## src/rtl/logIP_pkg.sv

```systemverilog
// ---------------------------------------------------------------------------
// logIP_pkg
// Shared types and constants for the SUMP front end (command sequencer,
// instruction decoder, configuration registers).
//   cmd_seq_state_t      : command sequencer FSM states
//   OPC_LONG_BIT         : opcode bit that marks a 5-byte (long) command
//   SUMP_LONG_DATA_BYTES : number of argument bytes after a long opcode
//   opcode_t             : SUMP opcodes understood by the decoder
// ---------------------------------------------------------------------------
package logIP_pkg;

    typedef enum logic {
        IDLE    = 1'b0,
        COLLECT = 1'b1
    } cmd_seq_state_t;

    localparam int OPC_LONG_BIT         = 7;
    localparam int SUMP_LONG_DATA_BYTES = 4;

    typedef enum logic [7:0] {
        OPC_RESET      = 8'h00,
        OPC_RUN        = 8'h01,
        OPC_ID         = 8'h02,
        OPC_META       = 8'h04,
        OPC_XON        = 8'h11,
        OPC_XOFF       = 8'h13,
        OPC_DIVIDER    = 8'h80,
        OPC_READ_DELAY = 8'h81,
        OPC_FLAGS      = 8'h82,
        OPC_TRIG_MASK0 = 8'hC0,
        OPC_TRIG_VAL0  = 8'hC1,
        OPC_TRIG_CFG0  = 8'hC2,
        OPC_TRIG_MASK1 = 8'hC4,
        OPC_TRIG_VAL1  = 8'hC5,
        OPC_TRIG_CFG1  = 8'hC6
    } opcode_t;

endpackage

```

## src/rtl/cmd_timeout.sv

```systemverilog
// ---------------------------------------------------------------------------
// cmd_timeout
// Loadable / clearable down-counter with an expiry flag. Loading arms the
// guard window; expired_o is high once the counter has run down to zero.
// Ports:
//   clk_i       system clock
//   rst_in      asynchronous reset, active low (counter -> 0)
//   clr_i       synchronous clear to 0 (highest priority)
//   load_i      load load_val_i
//   load_val_i  reload value (window length - 1)
//   run_i       decrement enable; counter holds at 0
//   expired_o   counter is zero
// ---------------------------------------------------------------------------
module cmd_timeout #(
    parameter int CNT_W = 20
) (
    input  logic             clk_i,
    input  logic             rst_in,
    input  logic             clr_i,
    input  logic             load_i,
    input  logic [CNT_W-1:0] load_val_i,
    input  logic             run_i,
    output logic             expired_o
);

    logic [CNT_W-1:0] cnt_q;

    always_ff @(posedge clk_i or negedge rst_in) begin
        if (!rst_in) begin
            cnt_q <= '0;
        end else if (clr_i) begin
            cnt_q <= '0;
        end else if (load_i) begin
            cnt_q <= load_val_i;
        end else if (run_i && (cnt_q != '0)) begin
            cnt_q <= cnt_q - CNT_W'(1);
        end
    end

    assign expired_o = (cnt_q == '0);

endmodule

```

## src/rtl/cmd_seq.sv

```systemverilog
// ---------------------------------------------------------------------------
// cmd_seq
// SUMP command sequencer. Assembles UART bytes into complete commands:
// short (1 byte, opcode bit7 = 0) or long (opcode bit7 = 1 followed by
// 4 argument bytes, LSB first). A complete command is presented on
// opc_o/cmd_o with a one-cycle stb_o. A long command whose next byte does
// not arrive within TIMEOUT_CYCLES clocks is dropped and tout_o pulses.
// Ports:
//   clk_i     system clock
//   rst_in    asynchronous reset, active low
//   rx_stb_i  one-cycle pulse, rx_dat_i valid
//   rx_dat_i  received byte
//   stb_o     one-cycle pulse, complete command on opc_o/cmd_o
//   opc_o     command opcode (held until the next stb_o)
//   cmd_o     command argument, 0 for short commands (held until next stb_o)
//   busy_o    long command partially received
//   tout_o    one-cycle pulse, partial long command discarded
// TIMEOUT_CYCLES must be >= 2.
// ---------------------------------------------------------------------------
module cmd_seq
    import logIP_pkg::*;
#(
    parameter int TIMEOUT_CYCLES = 1000000
) (
    input  logic        clk_i,
    input  logic        rst_in,
    input  logic        rx_stb_i,
    input  logic [7:0]  rx_dat_i,
    output logic        stb_o,
    output logic [7:0]  opc_o,
    output logic [31:0] cmd_o,
    output logic        busy_o,
    output logic        tout_o
);

    localparam int               CNT_W    = $clog2(TIMEOUT_CYCLES);
    localparam int               IDX_W    = $clog2(SUMP_LONG_DATA_BYTES);
    localparam logic [CNT_W-1:0] TMR_LOAD = CNT_W'(TIMEOUT_CYCLES - 1);
    localparam logic [IDX_W-1:0] LAST_IDX = IDX_W'(SUMP_LONG_DATA_BYTES - 1);

    cmd_seq_state_t state_q, state_nxt;
    logic [IDX_W-1:0] idx_q, idx_nxt;
    logic [7:0]       opc_sh_q, opc_sh_nxt;
    logic [31:0]      data_sh_q, data_sh_nxt;
    logic             stb_nxt;
    logic [7:0]       opc_nxt;
    logic [31:0]      cmd_nxt;
    logic             busy_nxt;
    logic             tout_nxt;

    logic             tmr_clr;
    logic             tmr_load;
    logic             tmr_run;
    logic             tmr_expired;

    // The down-counter is loaded with TIMEOUT_CYCLES-1 on entry and on every
    // accepted byte, so it reaches zero exactly when TIMEOUT_CYCLES-1 idle
    // cycles have elapsed since the last byte.
    cmd_timeout #(
        .CNT_W (CNT_W)
    ) u_timeout (
        .clk_i      (clk_i),
        .rst_in     (rst_in),
        .clr_i      (tmr_clr),
        .load_i     (tmr_load),
        .load_val_i (TMR_LOAD),
        .run_i      (tmr_run),
        .expired_o  (tmr_expired)
    );

    // Next-state and next-output logic
    always_comb begin
        state_nxt   = state_q;
        idx_nxt     = idx_q;
        opc_sh_nxt  = opc_sh_q;
        data_sh_nxt = data_sh_q;
        stb_nxt     = 1'b0;
        tout_nxt    = 1'b0;
        opc_nxt     = opc_o;
        cmd_nxt     = cmd_o;
        tmr_load    = 1'b0;
        tmr_run     = 1'b0;

        unique case (state_q)
            IDLE: begin
                if (rx_stb_i) begin
                    if (!rx_dat_i[OPC_LONG_BIT]) begin
                        stb_nxt = 1'b1;
                        opc_nxt = rx_dat_i;
                        cmd_nxt = '0;
                    end else begin
                        opc_sh_nxt  = rx_dat_i;
                        data_sh_nxt = '0;
                        idx_nxt     = '0;
                        tmr_load    = 1'b1;
                        state_nxt   = COLLECT;
                    end
                end
            end

            COLLECT: begin
                // A byte in the expiry cycle takes priority over the timeout.
                if (rx_stb_i) begin
                    data_sh_nxt[{idx_q, 3'b000} +: 8] = rx_dat_i;
                    idx_nxt  = idx_q + IDX_W'(1);
                    tmr_load = 1'b1;
                    if (idx_q == LAST_IDX) begin
                        stb_nxt   = 1'b1;
                        opc_nxt   = opc_sh_q;
                        cmd_nxt   = data_sh_nxt;
                        state_nxt = IDLE;
                    end
                end else if (tmr_expired) begin
                    tout_nxt  = 1'b1;
                    state_nxt = IDLE;
                end else begin
                    tmr_run = 1'b1;
                end
            end

            default: begin
                state_nxt = IDLE;
            end
        endcase

        // Park the counter at zero whenever no long command is in flight.
        tmr_clr  = (state_nxt == IDLE);
        busy_nxt = (state_nxt == COLLECT);
    end

    // Registered state and outputs
    always_ff @(posedge clk_i or negedge rst_in) begin
        if (!rst_in) begin
            state_q   <= IDLE;
            idx_q     <= '0;
            opc_sh_q  <= '0;
            data_sh_q <= '0;
            stb_o     <= 1'b0;
            opc_o     <= '0;
            cmd_o     <= '0;
            busy_o    <= 1'b0;
            tout_o    <= 1'b0;
        end else begin
            state_q   <= state_nxt;
            idx_q     <= idx_nxt;
            opc_sh_q  <= opc_sh_nxt;
            data_sh_q <= data_sh_nxt;
            stb_o     <= stb_nxt;
            opc_o     <= opc_nxt;
            cmd_o     <= cmd_nxt;
            busy_o    <= busy_nxt;
            tout_o    <= tout_nxt;
        end
    end

endmodule

```

## config.mk

```make
export PLATFORM = sky130hd
export DESIGN_NAME = cmd_seq
export DESIGN_NICKNAME = d
export VERILOG_FILES = /design/src/rtl/logIP_pkg.sv /design/src/rtl/cmd_timeout.sv /design/src/rtl/cmd_seq.sv
export SDC_FILE = /design/constraint.sdc
export NUM_CORES = 1
export LEC_CHECK = 0
export BUFFER_PORTS_ARGS = -buffer_cell sky130_fd_sc_hd__buf_4
export CAP_MARGIN = 20
export CORE_ASPECT_RATIO = 0.8
export CORE_MARGIN = 3
export CORE_UTILIZATION = 30
export DETAILED_ROUTE_END_ITERATION = 6
export GPL_ROUTABILITY_DRIVEN = 1
export PLACE_DENSITY = 0.58
export SYNTH_ARGS = -nofsm -noshare
export SYNTH_HDL_FRONTEND = slang
export SYNTH_SLANG_ARGS = --single-unit
```

## constraint.sdc

```tcl
create_clock -name clk_i -period 2.5 [get_ports clk_i]
set_clock_uncertainty 0.05 [all_clocks]
set_input_delay 0.5 -clock clk_i [delete_from_list [all_inputs] [get_ports clk_i]]
set_output_delay 0.5 -clock clk_i [all_outputs]
set_load 0.005 [all_outputs]
```

==> results.json, run 1 <==
{
  "outcome": "complete, no violations",
  "synth_ff_type": "dfrtp_1",
  "antenna_left": 0,
  "finalCriticalPeriod_ns": 2.32,
  "nets": 523,
  "drtIter0Drc": 233,
  "maxCapViolCount": 0,
  "synth.distinct_cells": 46,
  "cts.clk_slew.worst_paths_ns": 0.07,
  "hold_violations": 0,
  "n_antenna_cell": 0,
  "yosys_warnings": 0,
  "r2r_start": "u_timeout.cnt_q[0]$_DFFE_PN0P_",
  "grt_pass1_vias": 3695,
  "dr.pass1.iters": 4,
  "setup_violations": 0,
  "gp_congestion": 0.753,
  "cp.arrival_ns": 2.49,
  "fmax_mhz": 431,
  "grt_pass1_wl_mm": 19.8,
  "htreeDepth": 3,
  "setup-tns-final_ns": 0,
  "initial_core_util_pct": 31.3,
  "root_buffer": "clkbuf_16",
  "crit_path_end_kind": "register",
  "synth-edff-count": 0,
  "ir_drop_uv": 459,
  "startpoint": "u_timeout.cnt_q[0]$_DFFE_PN0P_",
  "wirelength_mm": 11.7,
  "dieWidth_um": 148,
  "area_growth_pct": 21.5,
  "syn_area_um2": 4810,
  "cpLargestDelayFamily": "simple AND/OR/NAND/NOR gates",
  "required_ns": 2.67,
  "critPathMaxFanout": 8,
  "p_leak_nw": 2.72,
  "coreArea_um2": 15400,
  "drive_above_1_share_pct": 25.3,
  "maxSlewViolCount": 0,
  "power_density_nw_per_um2": 1130,
  "dp_hpwl_mm": 8.13,
  "period_share_pct": 92.7,
  "max-clock-path-buffers": 2,
  "crit_buf_inv": 2,
  "nFillCells": 1528,
  "synthCells": 448,
  "worstMarginPinSlew_ns": 0.479,
  "dieArea_um2": 17600,
  "grtUsageTotal_pct": 14.1,
  "crit_slowest_cell": "or4_4",
  "avgSynthCellArea_um2": 10.7,
  "synth-seq-cells": 105,
  "cts_tree": "built",
  "cp_slowest_stage_delay_ns": 0.52,
  "worst_setup_path_start_kind": "register",
  "vias": 3569,
  "async_flop_share_pct": 100,
  "grt_max_degree": 43,
  "numPortBuffers": 53,
  "hp-class": "primary input to async pin",
  "cts_sinks": 105,
  "viasPerCell": 4.96,
  "ys_seq_area_share_pct": 54.6,
  "synth_nets": 466,
  "rsz0062_at_grt": "no",
  "rows": 40,
  "overflow": 0,
  "io_pins": 54,
  "grt_antenna_before_repair": 0,
  "final_util_pct": 38.1,
  "wl_per_cell_um": 16.3,
  "drc": 0,
  "fp.dieH_um": 119,
  "worst-setup-path-type": "register to register",
  "path_cells": "inv_1, ha_1, or3b_2, or4_4, o31ai_4, buf_4, a21oi_1",
  "clock_latency_ns": 0.34,
  "numCtsBuffers": 9,
  "relSlewSlack_pct": 68.0
}
[flip-flops by register name, indices dropped and copies added (netlist names)]
register,cells
idx_q,2
data_sh_q,32
opc_o,8
u_timeout.cnt_q,20
cmd_o,32
opc_sh_q,8
tout_o,1
stb_o,1
state_q,1
[repair_timing]
item,in CTS,in global routing
buffers inserted,0,0
setup endpoints to repair,0,24
gates resized for setup,0,1
hold buffers,0,0
[cell usage in the layout (no fill, tap or decap), types with 2 or more instances in the layout]
| cell | synthesis | routed |
|---|---|---|
| nor3_1 | 5 | 5 |
| a31oi_1 | 6 | 6 |
| mux2_2 | 28 | 28 |
| dfrtp_1 | 105 | 105 |
| a21oi_1 | 40 | 40 |
| nor3b_1 | 2 | 2 |
| a22o_1 | 24 | 24 |
| o22ai_1 | 2 | 2 |
| clkinvlp_4 | 0 | 2 |
| or4_1 | 3 | 3 |
| xor2_1 | 3 | 3 |
| ha_1 | 7 | 7 |
| nand2_1 | 37 | 37 |
| a22oi_1 | 6 | 6 |
| nor4_1 | 4 | 4 |
| o21ai_2 | 1 | 2 |
| inv_1 | 13 | 13 |
| bufinv_16 | 0 | 2 |
| or4_4 | 3 | 3 |
| clkbuf_16 | 0 | 9 |
| xnor2_1 | 7 | 7 |
| mux2i_1 | 7 | 7 |
| o31ai_1 | 4 | 4 |
| nor2_1 | 30 | 30 |
| o21ai_0 | 30 | 30 |
| nor2b_1 | 26 | 26 |
| o41ai_1 | 2 | 2 |
| nor4bb_1 | 3 | 2 |
| buf_4 | 0 | 73 |
| or2_2 | 2 | 2 |
| or3_1 | 4 | 4 |
[worst register-to-register path, delay by kind of cell (launching register included)]
kind            cells  cell delay (ns)
compound gates      2             0.26
fa+ha+maj           1             0.18
buf+inv             2             0.26
flops               1             0.41
simple gates        2             1.03
[power breakdown]
group | internal, W | total [W] | switching [W]
registers | 0.00227 | 0.00267 | 0.000396
clock network | 0.000898 | 0.00151 | 0.000612
logic | 0.00118 | 0.00243 | 0.00125
[kinds of logic after synthesis]
family / synth area share, %
buffers and inverters: 3.56
multiplexers: 8.01
XOR/XNOR: 1.82
adder cells (fa/ha/maj): 1.82
AND/OR/NAND/NOR: 14.0
flip-flops: 54.6
AO/OA/AOI/OAI: 16.2
[Yosys cell counts, drive strengths merged, types with 3 or more instances]
master | n | share of area, %
o31ai | 5 | 1.1
or4 | 6 | 1.2
a21oi | 40 | 4.2
clkbuf | 22 | 1.7
a22oi | 6 | 0.94
inv | 13 | 1.0
xor2 | 3 | 0.55
dfrtp | 105 | 55
a31oi | 6 | 0.78
xnor2 | 7 | 1.3
or2 | 3 | 0.39
nor2 | 30 | 2.3
or3 | 4 | 0.52
nor4bb | 3 | 0.62
a22o | 24 | 4.4
nor3 | 6 | 0.73
mux2i | 7 | 1.5
o21ai | 33 | 3.5
nand2 | 37 | 2.9
buf | 6 | 0.83
mux2 | 28 | 6.6
nor2b | 26 | 3.4
nor4 | 4 | 0.52
ha | 7 | 1.8
[metal layers]
metal / wire length [um] / GRT usage (%)
met1: 5950 / 20.5
met4: 191 / 4.31
met2: 5030 / 20.7
met3: 514 / 3.39
met5: 0 / 0
[cell type report]
class	count	area, um2	area share, %
repair buffers	74	568	9.71
clock buffers	10	239	4.08
well taps	210	263	4.49
inverters	13	48.8	0.834
clock inverters	5	80.1	1.37
flip-flops and latches	105	2630	44.9
multi-input cells	302	2020	34.6
[per-stage QoR]
step / worst slack (ns) / area (um2) / instances / power (W) / hold WS [ns]
floorplan: 0.0928 / 4810 / 448 / 0.00415 / 0.154
global placement: 0.115 / 5530 / 704 / 0.00503 / 0.401
detailed placement: 0.0589 / 5530 / 704 / 0.00513 / 0.404
CTS: 0.0548 / 5840 / 719 / 0.00667 / 0.0709
global route: 0.00754 / 5850 / 719 / 0.00712 / 0.0906
finish: 0.182 / 5850 / 719 / 0.00660 / 0.0690
[path summary, 6_finish.rpt]
check                                                  endpoint  slack [ns]  cells after the start
worst max-delay path             u_timeout.cnt_q[2]$_DFFE_PN0P_        0.18                      7
worst min-delay path                      cmd_o[30]$_DFFE_PN0P_        0.07                      1
worst max register to register   u_timeout.cnt_q[2]$_DFFE_PN0P_        0.18                      7
worst min register to register          opc_sh_q[7]$_DFFE_PN0P_        0.42                      1
max in group asynchronous       u_timeout.cnt_q[10]$_DFFE_PN0P_        1.70                      2
min in group clk_i                      opc_sh_q[7]$_DFFE_PN0P_        0.42                      1
Note: power is estimated with default switching activity, not from simulation.
==> run 2, diff against run 1 <==
PLACE_DENSITY = default   (was 0.58)
PLACE_DENSITY_LB_ADDON = 0.1   (was default)
==> results.json, run 2 (synthesized netlist as in run 1, its figures left out) <==
{
  "setup_violations": 0,
  "hold_violations": 0,
  "worst-setup-path-type": "register to register",
  "final_util_pct": 38.4,
  "antenna_left": 0,
  "overflow": 0,
  "crit_path_end_kind": "register",
  "numCtsBuffers": 9,
  "n_antenna_cell": 0,
  "maxCapViolCount": 0,
  "outcome": "complete, no violations",
  "instances_no_fill": 719,
  "finalCriticalPeriod_ns": 2.36,
  "dp.cells": 703,
  "rows": 40,
  "cts_setup_buffers": 0,
  "coreArea_um2": 15400,
  "viasPerCell": 4.85,
  "setup-tns-final_ns": 0,
  "final_cell_mix": "105 x dfrtp_1, 71 x buf_4, 40 x a21oi_1, 37 x nand2_1",
  "drive_above_1_share_pct": 25.1,
  "rsz0062_at_grt": "no",
  "fin_hold_ws_ns": 0.177,
  "ir_drop_uv": 424,
  "critPathMaxFanout": 8,
  "relSlewSlack_pct": 62.0,
  "drtIter0Drc": 232,
  "grt_antenna_before_repair": 0,
  "initial_core_util_pct": 31.3,
  "fmax_mhz": 425,
  "wl_met3_um": 535,
  "gp_congestion": 0.725,
  "power_density_nw_per_um2": 1150,
  "crit_buf_inv": 2,
  "max-clock-path-buffers": 2,
  "dieWidth_um": 148,
  "worstMarginPinSlew_ns": 0.569,
  "dp_hpwl_mm": 7.86,
  "drc": 0,
  "hp-class": "primary input to async pin",
  "nets": 522,
  "crit_slowest_cell": "or4_4",
  "htreeDepth": 3,
  "highest_layer": "met4",
  "wirelength_mm": 12.0,
  "cpLargestDelayFamily": "simple AND/OR/NAND/NOR gates",
  "cp.arrival_ns": 2.51,
  "numPortBuffers": 53,
  "vias": 3487,
  "wl_met2_mm": 5.00,
  "worst_setup_path_start_kind": "register",
  "maxSlewViolCount": 0,
  "cts_sinks": 105,
  "area_growth_pct": 22.6,
  "clock_latency_ns": 0.35,
  "grt_pass1_wl_mm": 19.7,
  "root_buffer": "clkbuf_16",
  "grt_pass1_vias": 3503,
  "cts.clk_slew.worst_paths_ns": 0.07,
  "cts_tree": "built",
  "drt-met1-wl_mm": 6.36,
  "period_share_pct": 94.2,
  "io_pins": 54,
  "fp.dieH_um": 119,
  "required_ns": 2.66,
  "reg_top3": "cmd_o: 32 flops, data_sh_q: 32 flops, u_timeout.cnt_q: 20 flops",
  "cts_hold_buf": 0,
  "path_cells": "inv_1, ha_1, or3b_2, or4_4, o31ai_4, buf_4, a21oi_1",
  "dieArea_um2": 17600,
  "wl_per_cell_um": 16.7,
  "nFillCells": 1500,
  "dr.pass1.iters": 4,
  "final_common_cell": "dfrtp_1",
  "cp_slowest_stage_delay_ns": 0.57,
  "grtUsageTotal_pct": 14.3,
  "p_leak_nw": 2.74,
  "grt_max_degree": 106
}
[run 2: cell types whose count changed in the layout (fill, tap and decap cells not counted)]
| cell | before | now |
|---|---|---|
| clkbuf_8 | 1 | 2 |
| o21ai_2 | 2 | 1 |
| buf_4 | 73 | 71 |
| o21ai_4 | 0 | 1 |
| clkinvlp_4 | 2 | 0 |
| clkbuf_1 | 0 | 1 |
| bufinv_16 | 2 | 3 |
| clkinv_2 | 1 | 0 |
| buf_12 | 1 | 2 |
| clkinv_4 | 0 | 1 |
[run 2: worst reg2reg max path, stage by stage, from the launching register on]
cell	delay, ns
dfrtp_1	0.41
inv_1	0.07
ha_1	0.19
or3b_2	0.48
or4_4	0.57
o31ai_4	0.20
buf_4	0.19
a21oi_1	0.05
[run 2: what timing repair did]
| item | 4_1_cts | 5_1_grt |
|---|---|---|
| resized for setup | 0 | 1 |
| endpoints found under the hold margin | 0 | 0 |
| endpoints found under the setup margin | 0 | 25 |
[run 2: routing by layer]
| metal | global-route usage (%) | vias up |
|---|---|---|
| met3 | 3.84 | 7 |
| met2 | 20.3 | 63 |
| li1 | - | 1699 |
| met4 | 3.32 | 0 |
| met5 | 0 | - |
| met1 | 21.5 | 1718 |
[run 2: where the power goes]
| part | internal, W | switching (W) | leakage [nW] | total [W] |
|---|---|---|---|---|
| combinational | 0.00120 | 0.00124 | 1.19 | 0.00244 |
| clock | 0.00104 | 0.000624 | 0.173 | 0.00166 |
| sequential | 0.00227 | 0.000394 | 1.38 | 0.00266 |
[run 2: metrics by stage]
| stage | total power, W | cell area (um2) | worst slack [ns] |
|---|---|---|---|
| 4_1_cts | 0.00686 | 5890 | 0.0848 |
| 3_5_place_dp | 0.00516 | 5540 | 0.0909 |
| 3_3_place_gp | 0.00510 | 5540 | 0.132 |
| 5_1_grt | 0.00729 | 5900 | 0.0114 |
| 2_1_floorplan | 0.00415 | 4810 | 0.0928 |
| 6_report | 0.00676 | 5900 | 0.145 |
[run 2: final timing paths]
kind | from | end | slack [ns] | cells past startpoint
min reg2reg | data_sh_q[23]$_DFFE_PN0P_ | data_sh_q[23]$_DFFE_PN0P_ | 0.43 | 2
max | u_timeout.cnt_q[0]$_DFFE_PN0P_ | u_timeout.cnt_q[4]$_DFFE_PN0P_ | 0.14 | 7
min | rst_in | opc_o[7]$_DFFE_PN0P_ | 0.18 | 2
max in group asynchronous | rst_in | cmd_o[29]$_DFFE_PN0P_ | 1.81 | 2
max reg2reg | u_timeout.cnt_q[0]$_DFFE_PN0P_ | u_timeout.cnt_q[4]$_DFFE_PN0P_ | 0.14 | 7
min in group clk_i | data_sh_q[23]$_DFFE_PN0P_ | data_sh_q[23]$_DFFE_PN0P_ | 0.43 | 2
[run 2: final cells by class]
class	instances	area [um2]	share of cell area (%)
clock buffers	12	256	4.35
inverters	13	48.8	0.827
well taps	210	263	4.45
multi-input cells	302	2030	34.4
flip-flops and latches	105	2630	44.5
clock inverters	4	98.8	1.68
repair buffers	73	573	9.71
==> run 3, diff against run 2 <==
ABC_AREA = 1   (was default)
SKIP_LAST_GASP = 1   (was default)
==> results.json, run 3 <==
{
  "outcome": "complete, no violations",
  "htreeDepth": 3,
  "synth-edff-count": 0,
  "synth_most_common_cell": "nand2_1",
  "antenna_left": 0,
  "cts_sinks": 105,
  "maxCapViolCount": 0,
  "wirelength_mm": 12.5,
  "synth_ff_type": "dfrtp_1",
  "grt_pass1_wl_mm": 20.9,
  "synth.distinct_cells": 33,
  "hold_violations": 0,
  "rows": 41,
  "final_common_cell": "nand2_1",
  "yosys.area.top_type": "dfrtp_1",
  "syn_area_um2": 4890,
  "worst-setup-path-type": "register to output port",
  "yosys_warnings": 0,
  "cp.arrival_ns": 1.51,
  "async_flop_share_pct": 100,
  "cts_resized": 0,
  "numPortBuffers": 53,
  "dieWidth_um": 149,
  "rrSetupSlack_ns": 0.49,
  "final_util_pct": 36.8,
  "drc": 0,
  "finalCriticalPeriod_ns": 2.06,
  "instances_no_fill": 860,
  "dp.cells": 845,
  "fp.dieH_um": 120,
  "yosysTopAreaCellShare_pct": 53.8,
  "period_share_pct": 82.6,
  "viasPerCell": 4.65,
  "yosys-top-cells-area": "dfrtp_1 54%, nand2_1 13%, o21ai_0 9.2%, nor2_1 4.7%, inv_1 3.8%",
  "grtUsageTotal_pct": 14.9,
  "gp_congestion": 0.810,
  "initial_core_util_pct": 30.8,
  "overflow": 0,
  "worstMarginPinSlew_ns": 0.535,
  "worst_setup_path_start_kind": "register",
  "synth-seq-cells": 105,
  "grt_use_met2_pct": 22.1,
  "grt_use_met1_pct": 21.7,
  "ys_seq_area_share_pct": 53.8,
  "synthCells": 593,
  "vias": 3999,
  "numCtsBuffers": 9,
  "cts_tree": "built",
  "synth_nets": 611,
  "critPathMaxFanout": 15,
  "grt.met3_usage_pct": 3.74,
  "wl_per_cell_um": 14.6,
  "reg_top3": "cmd_o: 32 flops, data_sh_q: 32 flops, u_timeout.cnt_q: 20 flops",
  "grt-busiest-layer": "met2",
  "n_antenna_cell": 0,
  "area_growth_pct": 19.3,
  "synth_commonest_cells": "165 x nand2_1, 105 x dfrtp_1, 90 x o21ai_0, 61 x nor2_1, 50 x inv_1",
  "fmax_mhz": 484,
  "dieArea_um2": 17900,
  "required_ns": 1.95,
  "grt_max_degree": 54,
  "grt_pass1_vias": 3900,
  "final_cell_mix": "165 x nand2_1, 105 x dfrtp_1, 90 x o21ai_0, 61 x nor2_1, 60 x buf_4",
  "grt_antenna_before_repair": 0,
  "cts.clk_slew.worst_paths_ns": 0.07,
  "drive_above_1_share_pct": 13.5,
  "coreArea_um2": 15900,
  "rsz0062_at_grt": "no",
  "nets": 659,
  "drtIter0Drc": 256,
  "max-clock-path-buffers": 2,
  "io_pins": 54,
  "crit_path_end_kind": "output port",
  "power_density_nw_per_um2": 953,
  "fin_hold_ws_ns": 0.00225,
  "cts_setup_buffers": 0,
  "avgSynthCellArea_um2": 8.24,
  "cts_hold_buf": 0,
  "dr.pass1.iters": 4,
  "root_buffer": "clkbuf_16",
  "setup_violations": 0,
  "dp_hpwl_mm": 9.03,
  "p_leak_nw": 2.72,
  "setup-tns-final_ns": 0,
  "ir_drop_uv": 361,
  "clock_latency_ns": 0.35,
  "relSlewSlack_pct": 64.3,
  "maxSlewViolCount": 0,
  "hp-class": "primary input to async pin"
}
run 3: changes by cell type after synthesis, moves of 26 or more:
| cell | delta |
|---|---|
| nor2_1 | +31 |
| nor2b_1 | -26 |
| o21ai_0 | +60 |
| nand2_1 | +128 |
| mux2_2 | -28 |
| inv_1 | +37 |
| a21oi_1 | -35 |
run 3: worst paths after layout:
check	cells past startpoint	startpoint	end
max	2	state_q$_DFF_PN0_	busy_o
min	1	rst_in	u_timeout.cnt_q[13]$_DFFE_PN0P_
max reg2reg	7	idx_q[1]$_DFFE_PN0P_	cmd_o[1]$_DFFE_PN0P_
min reg2reg	2	opc_sh_q[7]$_DFFE_PN0P_	opc_sh_q[7]$_DFFE_PN0P_
max in group asynchronous	2	rst_in	cmd_o[25]$_DFFE_PN0P_
min in group clk_i	3	rx_dat_i[0]	opc_o[0]$_DFFE_PN0P_
run 3: per-stage QoR:
step	instance area, um2	total power (W)	setup WS, ns
CTS	5830	0.00564	0.419
finish	5830	0.00556	0.435
floorplan	4890	0.00345	0.886
global placement	5530	0.00414	0.580
detailed placement	5530	0.00417	0.504
global route	5830	0.00600	0.274
run 3: report_power, final:
part	internal, W	switching [W]	leakage, nW
logic	0.000690	0.00112	1.18
registers	0.00206	0.000249	1.40
clock network	0.000823	0.000610	0.148
run 3: area by class of cell:
cell class / instances / area (um2)
clock buffers: 12 / 256
clock inverters: 3 / 40.0
fillers: 1630 / 10000
inverters: 54 / 205
multi-input cells: 409 / 1940
flip-flops and latches: 105 / 2630
well taps: 215 / 269
repair buffers: 62 / 490
run 3: cell families (layout without fill, tap and decap cells):
group	Yosys count	count (layout)	synth area share [%]
AO/OA/AOI/OAI	126	126	14.1
XOR/XNOR	8	8	1.43
adder cells (fa/ha/maj)	7	7	1.79
buffers and inverters	79	131	6.50
flip-flops	105	105	53.8
AND/OR/NAND/NOR	268	268	22.4
run 3: worst max-delay path: stages, from the launching register on:
cell	delay, ns
dfrtp_1	0.68
buf_4	0.33
buf_4	0.15
run 3: metal layers:
layer	up-vias	part of all wire [%]
met3	9	4.6
met5	-	0
met4	0	1.2
met2	65	43
met1	1914	52
li1	2011	-
